==> src/rtl/tick_led_pkg.sv <==
// Shared types and constants for the tick-driven LED sequencer.
// Build option TICK_DEBOUNCE_EN (see tick_sync_edge) does not affect this package.
package tick_led_pkg;

    typedef enum logic [1:0] {
        MODE_CHASE  = 2'd0,
        MODE_BOUNCE = 2'd1,
        MODE_FILL   = 2'd2,
        MODE_OFF    = 2'd3
    } led_mode_t;

    localparam logic DIR_UP   = 1'b0;
    localparam logic DIR_DOWN = 1'b1;

endpackage

==> src/rtl/tick_sync_edge.sv <==
// Synchronises the asynchronous tick, optionally debounces it (TICK_DEBOUNCE_EN),
// and turns each rising edge of the resulting level into a one-clk step pulse.
module tick_sync_edge #(
    parameter int SYNC_STAGES     = 2,
    parameter int DEBOUNCE_CYCLES = 16
) (
    input  logic clk,
    input  logic rst_n,
    input  logic tick_in,
    output logic step
);

    if (SYNC_STAGES < 2) begin : g_bad_sync
        $error("tick_sync_edge: SYNC_STAGES must be >= 2");
    end
    if (DEBOUNCE_CYCLES < 1) begin : g_bad_debounce
        $error("tick_sync_edge: DEBOUNCE_CYCLES must be >= 1");
    end

    logic [SYNC_STAGES-1:0] sync_q;
    logic                   sync_out;
    logic                   level;
    logic                   level_d;

    always_ff @(posedge clk or negedge rst_n) begin
        if (!rst_n) begin
            sync_q <= '0;
        end else begin
            sync_q <= {sync_q[SYNC_STAGES-2:0], tick_in};
        end
    end

    assign sync_out = sync_q[SYNC_STAGES-1];

`ifdef TICK_DEBOUNCE_EN
    localparam int CW = $clog2(DEBOUNCE_CYCLES + 1);

    logic [CW-1:0] stable_cnt;
    logic          level_q;

    // The filtered level only follows sync_out after it has disagreed for
    // DEBOUNCE_CYCLES consecutive clocks; any agreement restarts the count.
    always_ff @(posedge clk or negedge rst_n) begin
        if (!rst_n) begin
            level_q    <= 1'b0;
            stable_cnt <= '0;
        end else if (sync_out == level_q) begin
            stable_cnt <= '0;
        end else if (stable_cnt == CW'(DEBOUNCE_CYCLES - 1)) begin
            level_q    <= sync_out;
            stable_cnt <= '0;
        end else begin
            stable_cnt <= stable_cnt + CW'(1);
        end
    end

    assign level = level_q;
`else
    assign level = sync_out;
`endif

    always_ff @(posedge clk or negedge rst_n) begin
        if (!rst_n) begin
            level_d <= 1'b0;
        end else begin
            level_d <= level;
        end
    end

    assign step = level & ~level_d;

endmodule

==> src/rtl/tick_led_sequencer.sv <==
// Steps an N-LED pattern (chase, bounce, fill, off) on each accepted tick edge.
// Define TICK_DEBOUNCE_EN to add a level debounce filter in front of edge detection.
module tick_led_sequencer
    import tick_led_pkg::*;
#(
    parameter int NUM_LEDS        = 5,
    parameter int SYNC_STAGES     = 2,
    parameter int DEBOUNCE_CYCLES = 16
) (
    input  logic                        clk,
    input  logic                        rst_n,
    input  logic                        tick_in,
    input  logic                        enable,
    input  logic [1:0]                  mode,
    input  logic                        dir,
    output logic [NUM_LEDS-1:0]         led,
    output logic [$clog2(NUM_LEDS)-1:0] pos,
    output logic                        wrap_pulse
);

    localparam int PW = $clog2(NUM_LEDS);
    localparam logic [PW-1:0] LAST = PW'(NUM_LEDS - 1);

    if (NUM_LEDS < 2 || NUM_LEDS > 32) begin : g_bad_leds
        $error("tick_led_sequencer: NUM_LEDS must be in 2..32");
    end

    led_mode_t             mode_i;
    led_mode_t             mode_q;
    logic                  step;
    logic                  bounce_dir;
    logic                  bounce_dir_nxt;
    logic [PW-1:0]         pos_nxt;
    logic                  wrap_nxt;
    logic [NUM_LEDS-1:0]   led_nxt;

    assign mode_i = led_mode_t'(mode);

    tick_sync_edge #(
        .SYNC_STAGES     (SYNC_STAGES),
        .DEBOUNCE_CYCLES (DEBOUNCE_CYCLES)
    ) u_sync_edge (
        .clk     (clk),
        .rst_n   (rst_n),
        .tick_in (tick_in),
        .step    (step)
    );

    always_ff @(posedge clk or negedge rst_n) begin
        if (!rst_n) begin
            pos        <= '0;
            bounce_dir <= DIR_UP;
            mode_q     <= MODE_CHASE;
            led        <= '0;
            wrap_pulse <= 1'b0;
        end else begin
            pos        <= pos_nxt;
            bounce_dir <= bounce_dir_nxt;
            mode_q     <= mode_i;
            led        <= led_nxt;
            wrap_pulse <= wrap_nxt;
        end
    end

    // Bounce direction is seeded from dir on the cycle bounce is entered, so a step
    // arriving in that same cycle already travels in the requested direction.
    always_comb begin
        pos_nxt        = pos;
        wrap_nxt       = 1'b0;
        bounce_dir_nxt = (mode_i == MODE_BOUNCE && mode_q != MODE_BOUNCE) ? dir : bounce_dir;
        if (step && enable) begin
            case (mode_i)
                MODE_CHASE, MODE_FILL: begin
                    if (dir == DIR_UP) begin
                        if (pos == LAST) begin
                            pos_nxt  = '0;
                            wrap_nxt = 1'b1;
                        end else begin
                            pos_nxt = pos + PW'(1);
                        end
                    end else begin
                        if (pos == '0) begin
                            pos_nxt  = LAST;
                            wrap_nxt = 1'b1;
                        end else begin
                            pos_nxt = pos - PW'(1);
                        end
                    end
                end
                MODE_BOUNCE: begin
                    if (bounce_dir_nxt == DIR_UP) begin
                        if (pos == LAST) begin
                            pos_nxt        = pos - PW'(1);
                            bounce_dir_nxt = DIR_DOWN;
                            wrap_nxt       = 1'b1;
                        end else begin
                            pos_nxt = pos + PW'(1);
                        end
                    end else begin
                        if (pos == '0) begin
                            pos_nxt        = PW'(1);
                            bounce_dir_nxt = DIR_UP;
                            wrap_nxt       = 1'b1;
                        end else begin
                            pos_nxt = pos - PW'(1);
                        end
                    end
                end
                default: begin
                end
            endcase
        end
    end

    always_comb begin
        led_nxt = '0;
        case (mode_i)
            MODE_CHASE, MODE_BOUNCE: led_nxt[pos_nxt] = 1'b1;
            MODE_FILL: begin
                for (int i = 0; i < NUM_LEDS; i++) begin
                    led_nxt[i] = (i <= int'(pos_nxt));
                end
            end
            default: led_nxt = '0;
        endcase
    end

endmodule

==> config.mk <==
export PLATFORM = sky130hd
export DESIGN_NAME = tick_led_sequencer
export DESIGN_NICKNAME = d
export VERILOG_FILES = /design/src/rtl/tick_led_pkg.sv /design/src/rtl/tick_sync_edge.sv /design/src/rtl/tick_led_sequencer.sv
export SDC_FILE = /design/constraint.sdc
export NUM_CORES = 1
export LEC_CHECK = 0
export CORE_AREA = 2 2 44 56
export DETAILED_ROUTE_END_ITERATION = 10
export DIE_AREA = 0 0 46 58
export PLACE_DENSITY = 0.71
export SLEW_MARGIN = 10
export SYNTH_ARGS = -nofsm -noshare
export SYNTH_HDL_FRONTEND = slang
export SYNTH_SLANG_ARGS = --single-unit
==> constraint.sdc <==
create_clock -name clk -period 2.5 [get_ports clk]
set_clock_uncertainty 0.1 [all_clocks]
set_input_delay 0.75 -clock clk [delete_from_list [all_inputs] [get_ports clk]]
set_output_delay 0.75 -clock clk [all_outputs]
set_load 0.01 [all_outputs]
# Word-level counts from Yosys, hierarchy flattened
# Cells that the tools add are included.
[classes]
add_sub_neg = 2
muxes = 22
n_eq_ne = 4
order_cmp = 6
reduce_logical = 7
bitwise_logic = 2
[op_table]
columns = ["op", "n"]
rows = [
  ["2-to-1 mux 3 bit", 7],
  ["2-to-1 mux 1 bit", 11],
  ["case mux 5 bit (2 select lines)", 1],
  ["less-or-equal comparator 2 x 3 -> 1 bit (first input constant)", 2],
  ["case mux 3 bit (2 select lines)", 1],
  ["less-than comparator 3 x 4 -> 1 bit (second input constant)", 1],
  ["OR reduction 2 bit", 2],
  ["adder 3 x 1 -> 3 bit (second input constant)", 1],
  ["demux 1 bit (select 3 bit)", 1],
  ["== test 3 bit (second input constant)", 1],
  [">= comparator 3 x 1 -> 1 bit (second input constant)", 1],
  ["less-or-equal comparator 1 x 3 -> 1 bit (first input constant)", 1],
  ["less-or-equal comparator 3 bit (first input constant)", 1],
  ["logical AND 1 bit", 3],
  ["zero test 3 bit", 1],
  ["subtractor 3 x 1 -> 3 bit (second input constant)", 1],
  ["== test 2 x 1 -> 1 bit (second input constant)", 1],
  ["== test 2 bit (second input constant)", 1],
  ["zero test 2 bit", 1],
  ["!= test 2 x 1 -> 1 bit (second input constant)", 1],
  ["case mux 1 bit (2 select lines)", 1],
  ["bitwise AND 1 bit", 1],
  ["NOT 1 bit", 1],
]
[totals]
register_bits = 15
input_bits = 7
word_cells = 50

# Depth between registers and ports, before layout
# Gate-level depths: netlist of the first run.
[depth]
word_depth = 11
mapped_depth = 9

# Hierarchy
# Synthesis of the first run repeated with hierarchy kept, for this count alone.
[unflattened]
cells_unflattened = 93
hier_area_um2 = 902.1
[by_module_without_submodules]
columns = ["module", "cells_per_inst", "area_per_inst_um2", "seq_area_each_um2", "n_inst"]
rows = [
  ["tick_led_sequencer", 89, 813.3, 300.3, 1],
  ["tick_sync_edge", 4, 88.8, 75.1, 1],
]

# Worst setup path before layout of the first run
# No wires, ideal clock.
[synth_timing]
path_type = "input-to-reg"
from = "in mode[1]"
to = "reg led[1]"
path_stages = 7
required_time_ps = 2299
n_path_buf = 0
slack_ps = 71
arrival_ps = 2228
path_cell_list = "nand2b_2 -> nor2_4 -> mux2i_1 -> mux2_2 -> o311a_4 -> or2_1 -> o311ai_2"
[synth_via]
elab_chain_cells = 11
elab_cells_between_ends = 17
cone_classes = "3 x order compare; 2 x eq/ne; 7 x mux; 5 x reduce/logical"
[synth_lines]
columns = ["element", "line_no", "text"]
rows = [
  ["start, declared", "tick_led_sequencer.sv:14", "input logic [1:0] mode,"],
  ["== test 2 x 1 -> 1 bit", "tick_led_sequencer.sv:70, tick_led_sequencer.sv:72", ""],
  ["logical AND 1 bit", "tick_led_sequencer.sv:70", "bounce_dir_nxt = (mode_i == MODE_BOUNCE && mode_q != MODE_BOUNCE) ? dir : bounce_dir;"],
  ["2-to-1 mux 1 bit", "tick_led_sequencer.sv:70", ""],
  ["2-to-1 mux 3 bit", "tick_led_sequencer.sv:91", "if (bounce_dir_nxt == DIR_UP) begin"],
  ["case mux 3 bit (2 select lines) *", "tick_led_sequencer.sv:72", "case (mode_i)"],
  ["2-to-1 mux 3 bit *", "tick_led_sequencer.sv:71", "if (step && enable) begin"],
  ["named net pos_nxt[2]", "tick_led_sequencer.sv:33", "logic [PW-1:0] pos_nxt;"],
  ["less-than comparator 3 x 4 -> 1 bit (not written as such) / >= comparator 3 x 1 -> 1 bit (equally long branches)", "tick_led_sequencer.sv:118", "MODE_CHASE, MODE_BOUNCE: led_nxt[pos_nxt] = 1'b1;"],
  ["logical AND 1 bit (not written as such)", "tick_led_sequencer.sv:118", ""],
  ["2-to-1 mux 1 bit (not written as such)", "tick_led_sequencer.sv:118", ""],
  ["demux 1 bit (select 3 bit)", "tick_led_sequencer.sv:118", ""],
  ["case mux 5 bit (2 select lines) *", "tick_led_sequencer.sv:117", "case (mode_i)"],
  ["named net led_nxt[1]", "tick_led_sequencer.sv:35", "logic [NUM_LEDS-1:0] led_nxt;"],
  ["end signal, assigned", "tick_led_sequencer.sv:60", "led <= led_nxt;"],
  ["end, declared", "tick_led_sequencer.sv:16", "output logic [NUM_LEDS-1:0] led,"],
]
# Mark *: on every way through the listed nets, which the timed path passes. The rest lies on a longest branch.

# Worst setup path after layout of the first run
# Ends and elaborated chain as after synthesis.

==> results of run 1 <==
[sequential cells by signal, indices dropped and copies added (netlist names)]
| signal | cells |
|---|---|
| bounce_dir | 1 |
| led | 5 |
| mode_q | 2 |
| pos | 3 |
| u_sync_edge.level_d | 1 |
| u_sync_edge.sync_q | 2 |
| wrap_pulse | 1 |
[repair_timing]
action | CTS | global route
setup buffers | 4 | 1
pin swaps | 3 | 8
resized for setup | 12 | 20
setup endpoints to repair | 5 | 5
hold buffers | 0 | 0
[cell usage in the layout (no fill, tap or decap), types with 3 or more instances in the layout]
cell type,synthesis,layout
nor3_1,5,4
clkdlybuf4s50_1,0,12
ha_1,3,3
nor2_1,6,5
clkbuf_4,0,3
buf_4,0,24
a21oi_1,5,4
nand3_1,3,3
inv_1,9,9
nand2_1,4,3
dlygate4sd2_1,0,3
dfrtp_1,15,15
[synth_stat cells (2+ instances only)]
| master | number |
|---|---|
| dfrtp_1 | 15 |
| nand2_1 | 4 |
| inv_1 | 9 |
| nand3_1 | 3 |
| o211ai_1 | 2 |
| nor3_1 | 5 |
| o21ai_0 | 7 |
| nor2b_1 | 3 |
| clkbuf_1 | 2 |
| nor2_1 | 6 |
| buf_2 | 2 |
| a21oi_1 | 5 |
| nand4_1 | 2 |
| mux2i_1 | 2 |
| ha_1 | 3 |
| xor2_1 | 2 |
| o311ai_2 | 2 |
[logic make-up after synthesis]
group	share of synthesized area (%)
DFF	41.2
muxes	4.66
buffers and inverters	5.62
and+or+nand+nor	18.5
AOI/OAI and AO/OA	23.0
xor gates and xnor gates	2.88
adders and majority gates	4.12
[per-stage QoR]
step           hold WS (ns)  setup WS (ns)  cell area (um^2)  cells
3_5_place_dp          0.239         -0.452              1220    147
3_3_place_gp          0.232         -0.388              1220    147
5_1_grt               0.280        -0.0306              1400    156
6_report              0.258         0.0125              1400    156
2_1_floorplan         0.231         0.0715               912     95
4_1_cts               0.260         0.0271              1300    155
[power by group through the flow]
stage          Clock [W]  Combinational [W]  Sequential, W
6_report        0.000144           0.000666       0.000321
5_1_grt         0.000159           0.000706       0.000326
4_1_cts         0.000147           0.000566       0.000319
3_5_place_dp           0           0.000506       0.000323
3_3_place_gp           0           0.000491       0.000322
2_1_floorplan          0           0.000274       0.000337
[layout make-up]
type / instances / share of cell area [%]
repair buffers: 40 / 24.1
inverters: 9 / 2.41
clock buffers: 3 / 1.61
well taps: 21 / 1.87
multi-input cells: 67 / 42.7
flip-flops and latches: 15 / 26.8
clock inverters: 1 / 0.535
[routing by layer]
metal  wire (um)  up-vias  track usage, %
met1        1040      403            23.8
met5           0        -               0
met2        1250       27            31.9
li1            -      417               -
met4         138        0            15.9
met3          90       13            2.49
[how the worst max path moves through the flow]
stage	startpoint	endpoint	slack, ns	cells after the start
6_report	mode[1]	led[1]	0.01	8
3_5_place_dp	mode[1]	led[0]	-0.45	8
2_1_floorplan	mode[1]	led[1]	0.07	7
3_3_place_gp	mode[1]	led[1]	-0.39	8
4_1_cts	enable	led[1]	0.03	8
5_1_grt	mode[1]	led[1]	-0.03	8
==> run metrics, run 1 <==
status=finished, final reports clean; Routed Antenna Nets=0; starting density of the core=42.6%; Sw Ratio=40.8%; Slowest-stage cell, CP=mux2_2; Final Setup Violations=0; reg2reg start=pos[1]; post-synth top area cell=dfrtp_1; Avg WL per Cell=16.2 um; P&R area growth vs syn=53.8%; Synth warnings=0; ys flop type=dfrtp_1; Ant. Diodes=0; Clock Latency Late Sink=0.29 ns; FF-to-FF setup slack=0.08 ns; static leakage=0.618 nW; Internal Power=0.000670 W; Buf+Inv Stages, Crit Path=1; Synth area leaders=dfrtp_1, ha_1, o21ai_0; Post-Syn Area=912 um^2; Worst Hold Launch=u_sync_edge.sync_q[0]; Syn Area/Cell=9.60 um^2; Net count, final=146; GRT Util Overall=20.2%; R2R depth=9; Critical Path Source Type=primary input; DRC Markers=0; Comb pwr share=58.9%; sequential share of power=28.4%; Placer Congestion=0.877; Reg area=375 um^2; CP Max Fanout=4; antenna violations before repair=0; number of global-route vias before repair=861; PD cells=807 mW/mm^2; hold crit path type=reg2reg; die area=0.00267 mm^2; Synth Net Count=105; Routed WL=2.52 mm; fin crit share=99.5%; unrepaired setup endpoints after global routing=true; Switching Power=0.000462 W; TritonCTS Buffers=3; largest net degree at the start of global routing=16; Total Power=0.00113 W; Core ar.=0.00214 mm^2; Max Clock Freq=402 MHz; Pins Over Slew Limit=0; Worst Tran Pin Value=0.683 ns; max-cap violation count=0; Worst-path clk slew=0.09 ns; final cell utilization of the core=65.6%; Clk pwr share=12.8%; clock root cell=clkbuf_4; WS Path Type=in2reg; register area share after synthesis=41.2%; drt pass-1 iters=4; Die Y=58 um; CTS tree=yes; Clock Path Buffers=2; via count=860; site row count=19; critical path's top delay family=multiplexers; drt initial violations=8; WP data arrival=2.58 ns; final hold violation count=0; hpwl dp=1.65 mm; synth unique cells=38; RR Endpoint=led[1]; H-tree levels=1; Hold Path End=u_sync_edge.sync_q[1]; Min-Delay Path Depth=0; I/O pin count=16; Rel. slew slack=54.4%; Gate Count Post-Synth=95; area taken by multi-input logic gates=599 um^2; Post-synth EDFFs=0; via density per instance=5.51; Clock Sink Count=15; first-pass GRT wire length=3.89 mm; top cell type's share of synthesized area=41.2%; fill cell total of the finished layout=165; Die W=46 um; crit path time final=2.49 ns; synthesized flop and latch total=15; GRT Residual Overflow=0; CP endpoint kind=flip-flop; max incr delay on CP=0.37 ns; PortBufs=15; CP Cell Sequence=dlygate4sd2_1 > nand2b_4 > nor2_4 > mux2i_2 > mux2_2 > o311a_4 > or2_4 > o311ai_4; CP required=2.60 ns; VDD IR max=0.542 mV; async set or reset register ratio after synthesis=100%; final setup TNS=0 ns; share of cells above drive strength 1=38.5%
(Power assumes the default switching activity.)
==> run 2, diff against run 1 <==
CORE_AREA = 2 2 46 53   (was 2 2 44 56)
DIE_AREA = 0 0 48 55   (was 0 0 46 58)
MAX_ROUTING_LAYER = met4   (was default)
==> run metrics, run 2 (synthesized netlist as in run 1, its figures left out) <==
status=finished, final reports clean; share of cells above drive strength 1=30.1%; I/O pin count=16; Clock Latency Late Sink=0.28 ns; clock root cell=clkbuf_4; static leakage=0.585 nW; Die W=48 um; Ant. Diodes=0; fill cell total of the finished layout=172; hold slack=0.256 ns; Clock Path Buffers=2; via count=837; Final Setup Violations=0; Routed Antenna Nets=0; first-pass GRT wire length=3.59 mm; Cell Area, Placed=0.00124 mm^2; final setup TNS=0 ns; Net count, final=144; fin crit share=97.6%; site row count=18; Clock Sink Count=15; antenna violations before repair=0; drt initial violations=19; Total Power=0.00104 W; Critical Path Source Type=primary input; PortBufs=15; Final Cell Area=0.00133 mm^2; crit path time final=2.44 ns; CP endpoint kind=flip-flop; hold crit path type=reg2reg; starting density of the core=42.6%; CTS tree=yes; Reg area=375 um^2; Largest register FFs=5; DRC Markers=0; TritonCTS Buffers=3; Core ar.=0.00214 mm^2; Die Y=55 um; CP Max Fanout=4; Rel. slew slack=56.5%; commonest non-fill, non-tap cell in the layout=buf_4; final hold violation count=0; WS Path Type=in2reg; CP required=2.59 ns; hpwl dp=1.60 mm; commonest cells after routing, fill and taps aside=buf_4, dfrtp_1, clkdlybuf4s50_1; WP data arrival=2.53 ns; PD cells=783 mW/mm^2; number of global-route vias before repair=787; drt pass-1 iters=4; Worst-path clk slew=0.09 ns; biggest regs=led x5, pos x3; Placer Congestion=0.929; P&R area growth vs syn=45.5%; VDD IR max=0.497 mV; Max Clock Freq=410 MHz; via density per instance=5.13; Avg WL per Cell=13.3 um; die area=0.00264 mm^2; GRT Util Overall=20.5%; unrepaired setup endpoints after global routing=true; area taken by multi-input logic gates=532 um^2; GRT Residual Overflow=0; Largest Register=led; max-cap violation count=0; largest net degree at the start of global routing=16; Routed WL=2.17 mm; Worst Tran Pin Value=0.651 ns; H-tree levels=1; Pins Over Slew Limit=0
## run 2: layout make-up
| cell class | instances | share of cell area [%] |
|---|---|---|
| clock inverters | 1 | 0.566 |
| multi-input cells | 67 | 40.1 |
| well taps | 30 | 2.83 |
| repair buffers | 38 | 24.0 |
| flip-flops and latches | 15 | 28.3 |
| inverters | 9 | 2.54 |
| clock buffers | 3 | 1.70 |
## run 2: final timing paths
path / endpoint / slack [ns] / startpoint / cells past startpoint
min in group asynchronous: u_sync_edge.sync_q[1] / 0.76 / rst_n / 1
max in group asynchronous: pos[0] / 1.13 / rst_n / 1
worst max-delay path: led[1] / 0.06 / enable / 8
worst min register to register: u_sync_edge.sync_q[1] / 0.26 / u_sync_edge.sync_q[0] / 0
worst max register to register: led[1] / 0.19 / pos[1] / 9
worst min-delay path: u_sync_edge.sync_q[1] / 0.26 / u_sync_edge.sync_q[0] / 0
## run 2: repair_timing
| action | in CTS | in global routing |
|---|---|---|
| hold buffers | 0 | 0 |
| buffers inserted | 2 | 0 |
| pin swaps | 1 | 1 |
| gates resized for setup | 10 | 7 |
| setup endpoints to repair | 5 | 5 |
## run 2: metal layers
layer  GRT usage [%]  part of all wire [%]  wire, um
met1            24.4                    43       935
met2            32.4                    51      1110
met3            3.57                   4.3        94
met4            11.3                   1.8        39
met5               -                     0         0
## run 2: critical path, stage by stage
cell             delay [ns]
clkdlybuf4s50_1        0.46
nand2_1                0.06
or2_1                  0.28
buf_4                  0.18
o21ai_1                0.16
o211ai_2               0.16
or2_4                  0.28
o311ai_2               0.20
## run 2: metrics by stage
step | util [%] | worst slack [ns] | instances
2_1_floorplan | - | 0.0715 | 95
3_3_place_gp | 58.0 | -0.395 | 157
3_5_place_dp | 58.0 | -0.451 | 157
4_1_cts | 60.9 | 0.00839 | 163
5_1_grt | 62.0 | -0.0126 | 163
6_report | 62.0 | 0.0608 | 163
## run 2: power breakdown
part | internal (W) | total (W) | switching [W]
Sequential | 0.000288 | 0.000320 | 0.0000321
Clock | 0.0000607 | 0.000143 | 0.0000826
Combinational | 0.000288 | 0.000576 | 0.000288
==> run 3, diff against run 2 <==
SKIP_CTS_REPAIR_TIMING = 1   (was default)
SLEW_MARGIN = default   (was 10)
==> run metrics, run 3 (synthesized netlist as in run 1, its figures left out) <==
status=finished, final reports clean; WS Path Type=in2reg; Slowest-stage cell, CP=clkdlybuf4s50_1; critical path's top delay family=simple AND/OR/NAND/NOR gates; H-tree levels=1; area taken by multi-input logic gates=554 um^2; Rel. slew slack=56.5%; final non-filler cell total=163; I/O pin count=16; P&R area growth vs syn=49.2%; Max Clock Freq=411 MHz; Clk pwr share=13.6%; DRC Markers=0; largest net degree at the start of global routing=16; TritonCTS Buffers=3; Avg WL per Cell=14.4 um; antenna violations before repair=0; crit path time final=2.44 ns; share of cells above drive strength 1=35.3%; final cell utilization of the core=63.6%; Critical Path Source Type=primary input; Switching Power=0.000410 W; Internal Power=0.000646 W; WP data arrival=2.53 ns; Buf+Inv Stages, Crit Path=2; GRT Util Overall=19.6%; Net count, final=144; GRT Residual Overflow=0; Worst-path clk slew=0.09 ns; Die Y=55 um; drt pass-1 iters=4; final setup TNS=0 ns; static leakage=0.620 nW; final hold violation count=0; Reg area=375 um^2; CTS tree=yes; unrepaired setup endpoints after global routing=false; Clock Latency Late Sink=0.29 ns; Final Cell Area=0.00136 mm^2; Final Setup Violations=0; Placer Congestion=0.929; Routed WL=2.35 mm; Sw Ratio=38.9%; Die W=48 um; Routed Antenna Nets=0; commonest non-fill, non-tap cell in the layout=buf_4; Core ar.=0.00214 mm^2; Clock Path Buffers=2; number of global-route vias before repair=786; hpwl dp=1.60 mm; via density per instance=5.08; sequential share of power=30.4%; Clock Sink Count=15; PortBufs=15; VDD IR max=0.512 mV; Ant. Diodes=0; Largest register FFs=5; CP Max Fanout=4; Total Power=0.00106 W; starting density of the core=42.6%; max incr delay on CP=0.46 ns; first-pass GRT wire length=3.42 mm; Worst Tran Pin Value=0.650 ns; CP required=2.59 ns; Largest Register=led; fin crit share=97.4%; Comb pwr share=56.0%; PD cells=776 mW/mm^2; biggest regs=led x5, pos x3; Post-Place Cells=157; commonest cells after routing, fill and taps aside=buf_4, dfrtp_1, clkdlybuf4s50_1; most used cell, CP=or2_4; Cell Area, Placed=0.00124 mm^2; max-cap violation count=0; die area=0.00264 mm^2; via count=828; hold crit path type=reg2reg; CP endpoint kind=flip-flop; fill cell total of the finished layout=171; site row count=18; CP Cell Sequence=clkdlybuf4s50_1 > nand2_1 > or2_4 > buf_4 > o21ai_1 > o211ai_2 > or2_4 > o311ai_2; clock root cell=clkbuf_4; drt initial violations=26; Pins Over Slew Limit=0
## run 3: cell count changes in the layout (fill, tap and decap cells not counted), moves of 2 or more
cell / delta
dlygate4sd2_1: -3
dlymetal6s2s_1: +3
nor2_1: -2
nor2_2: +2
## run 3: layer usage
| metal | global-route usage, % | share of wire (%) |
|---|---|---|
| met1 | 23.0 | 42 |
| met2 | 30.2 | 53 |
| met3 | 3.90 | 3.1 |
| met4 | 12.2 | 1.9 |
| met5 | - | 0 |
## run 3: power groups by stage
stage | Sequential (W) | Combinational (W) | Clock, W
after CTS | 0.000319 | 0.000522 | 0.000148
after global placement | 0.000323 | 0.000511 | 0
after floorplan | 0.000337 | 0.000274 | 0
final | 0.000321 | 0.000592 | 0.000144
after global routing | 0.000329 | 0.000644 | 0.000165
after detailed placement | 0.000323 | 0.000517 | 0
## run 3: layout make-up
type | count | area share, %
Multi-Input combinational cell | 67 | 40.7
Sequential cell | 15 | 27.6
Timing Repair Buffer | 38 | 24.3
Tap cell | 30 | 2.76
Inverter | 9 | 2.48
Clock buffer | 3 | 1.65
Clock inverter | 1 | 0.551
## run 3: path summary, 6_finish.rpt
path | slack, ns | to | depth (start not counted) | from
setup / recovery | 0.06 | led[1] | 8 | enable
hold / removal | 0.26 | u_sync_edge.sync_q[1] | 0 | u_sync_edge.sync_q[0]
setup reg to reg | 0.20 | led[1] | 9 | pos[1]
hold reg to reg | 0.26 | u_sync_edge.sync_q[1] | 0 | u_sync_edge.sync_q[0]
max in group asynchronous | 1.13 | pos[2] | 1 | rst_n
min in group asynchronous | 0.75 | wrap_pulse | 1 | rst_n
## run 3: metrics by stage
stage               hold slack (ns)  setup slack (ns)
detailed placement            0.236            -0.451
CTS                           0.258            -0.149
global route                  0.274           0.00215
floorplan                     0.231            0.0715
finish                        0.256            0.0645
global placement              0.232            -0.395
## run 3: worst register-to-register path, delay by kind of cell (launching register included)
family / cells / cell delay [ns]
mux: 1 / 0.12
buf+inv: 2 / 0.25
simple gates: 2 / 0.35
flops: 1 / 0.43
compound gates: 3 / 0.66
fa+ha+maj: 1 / 0.31
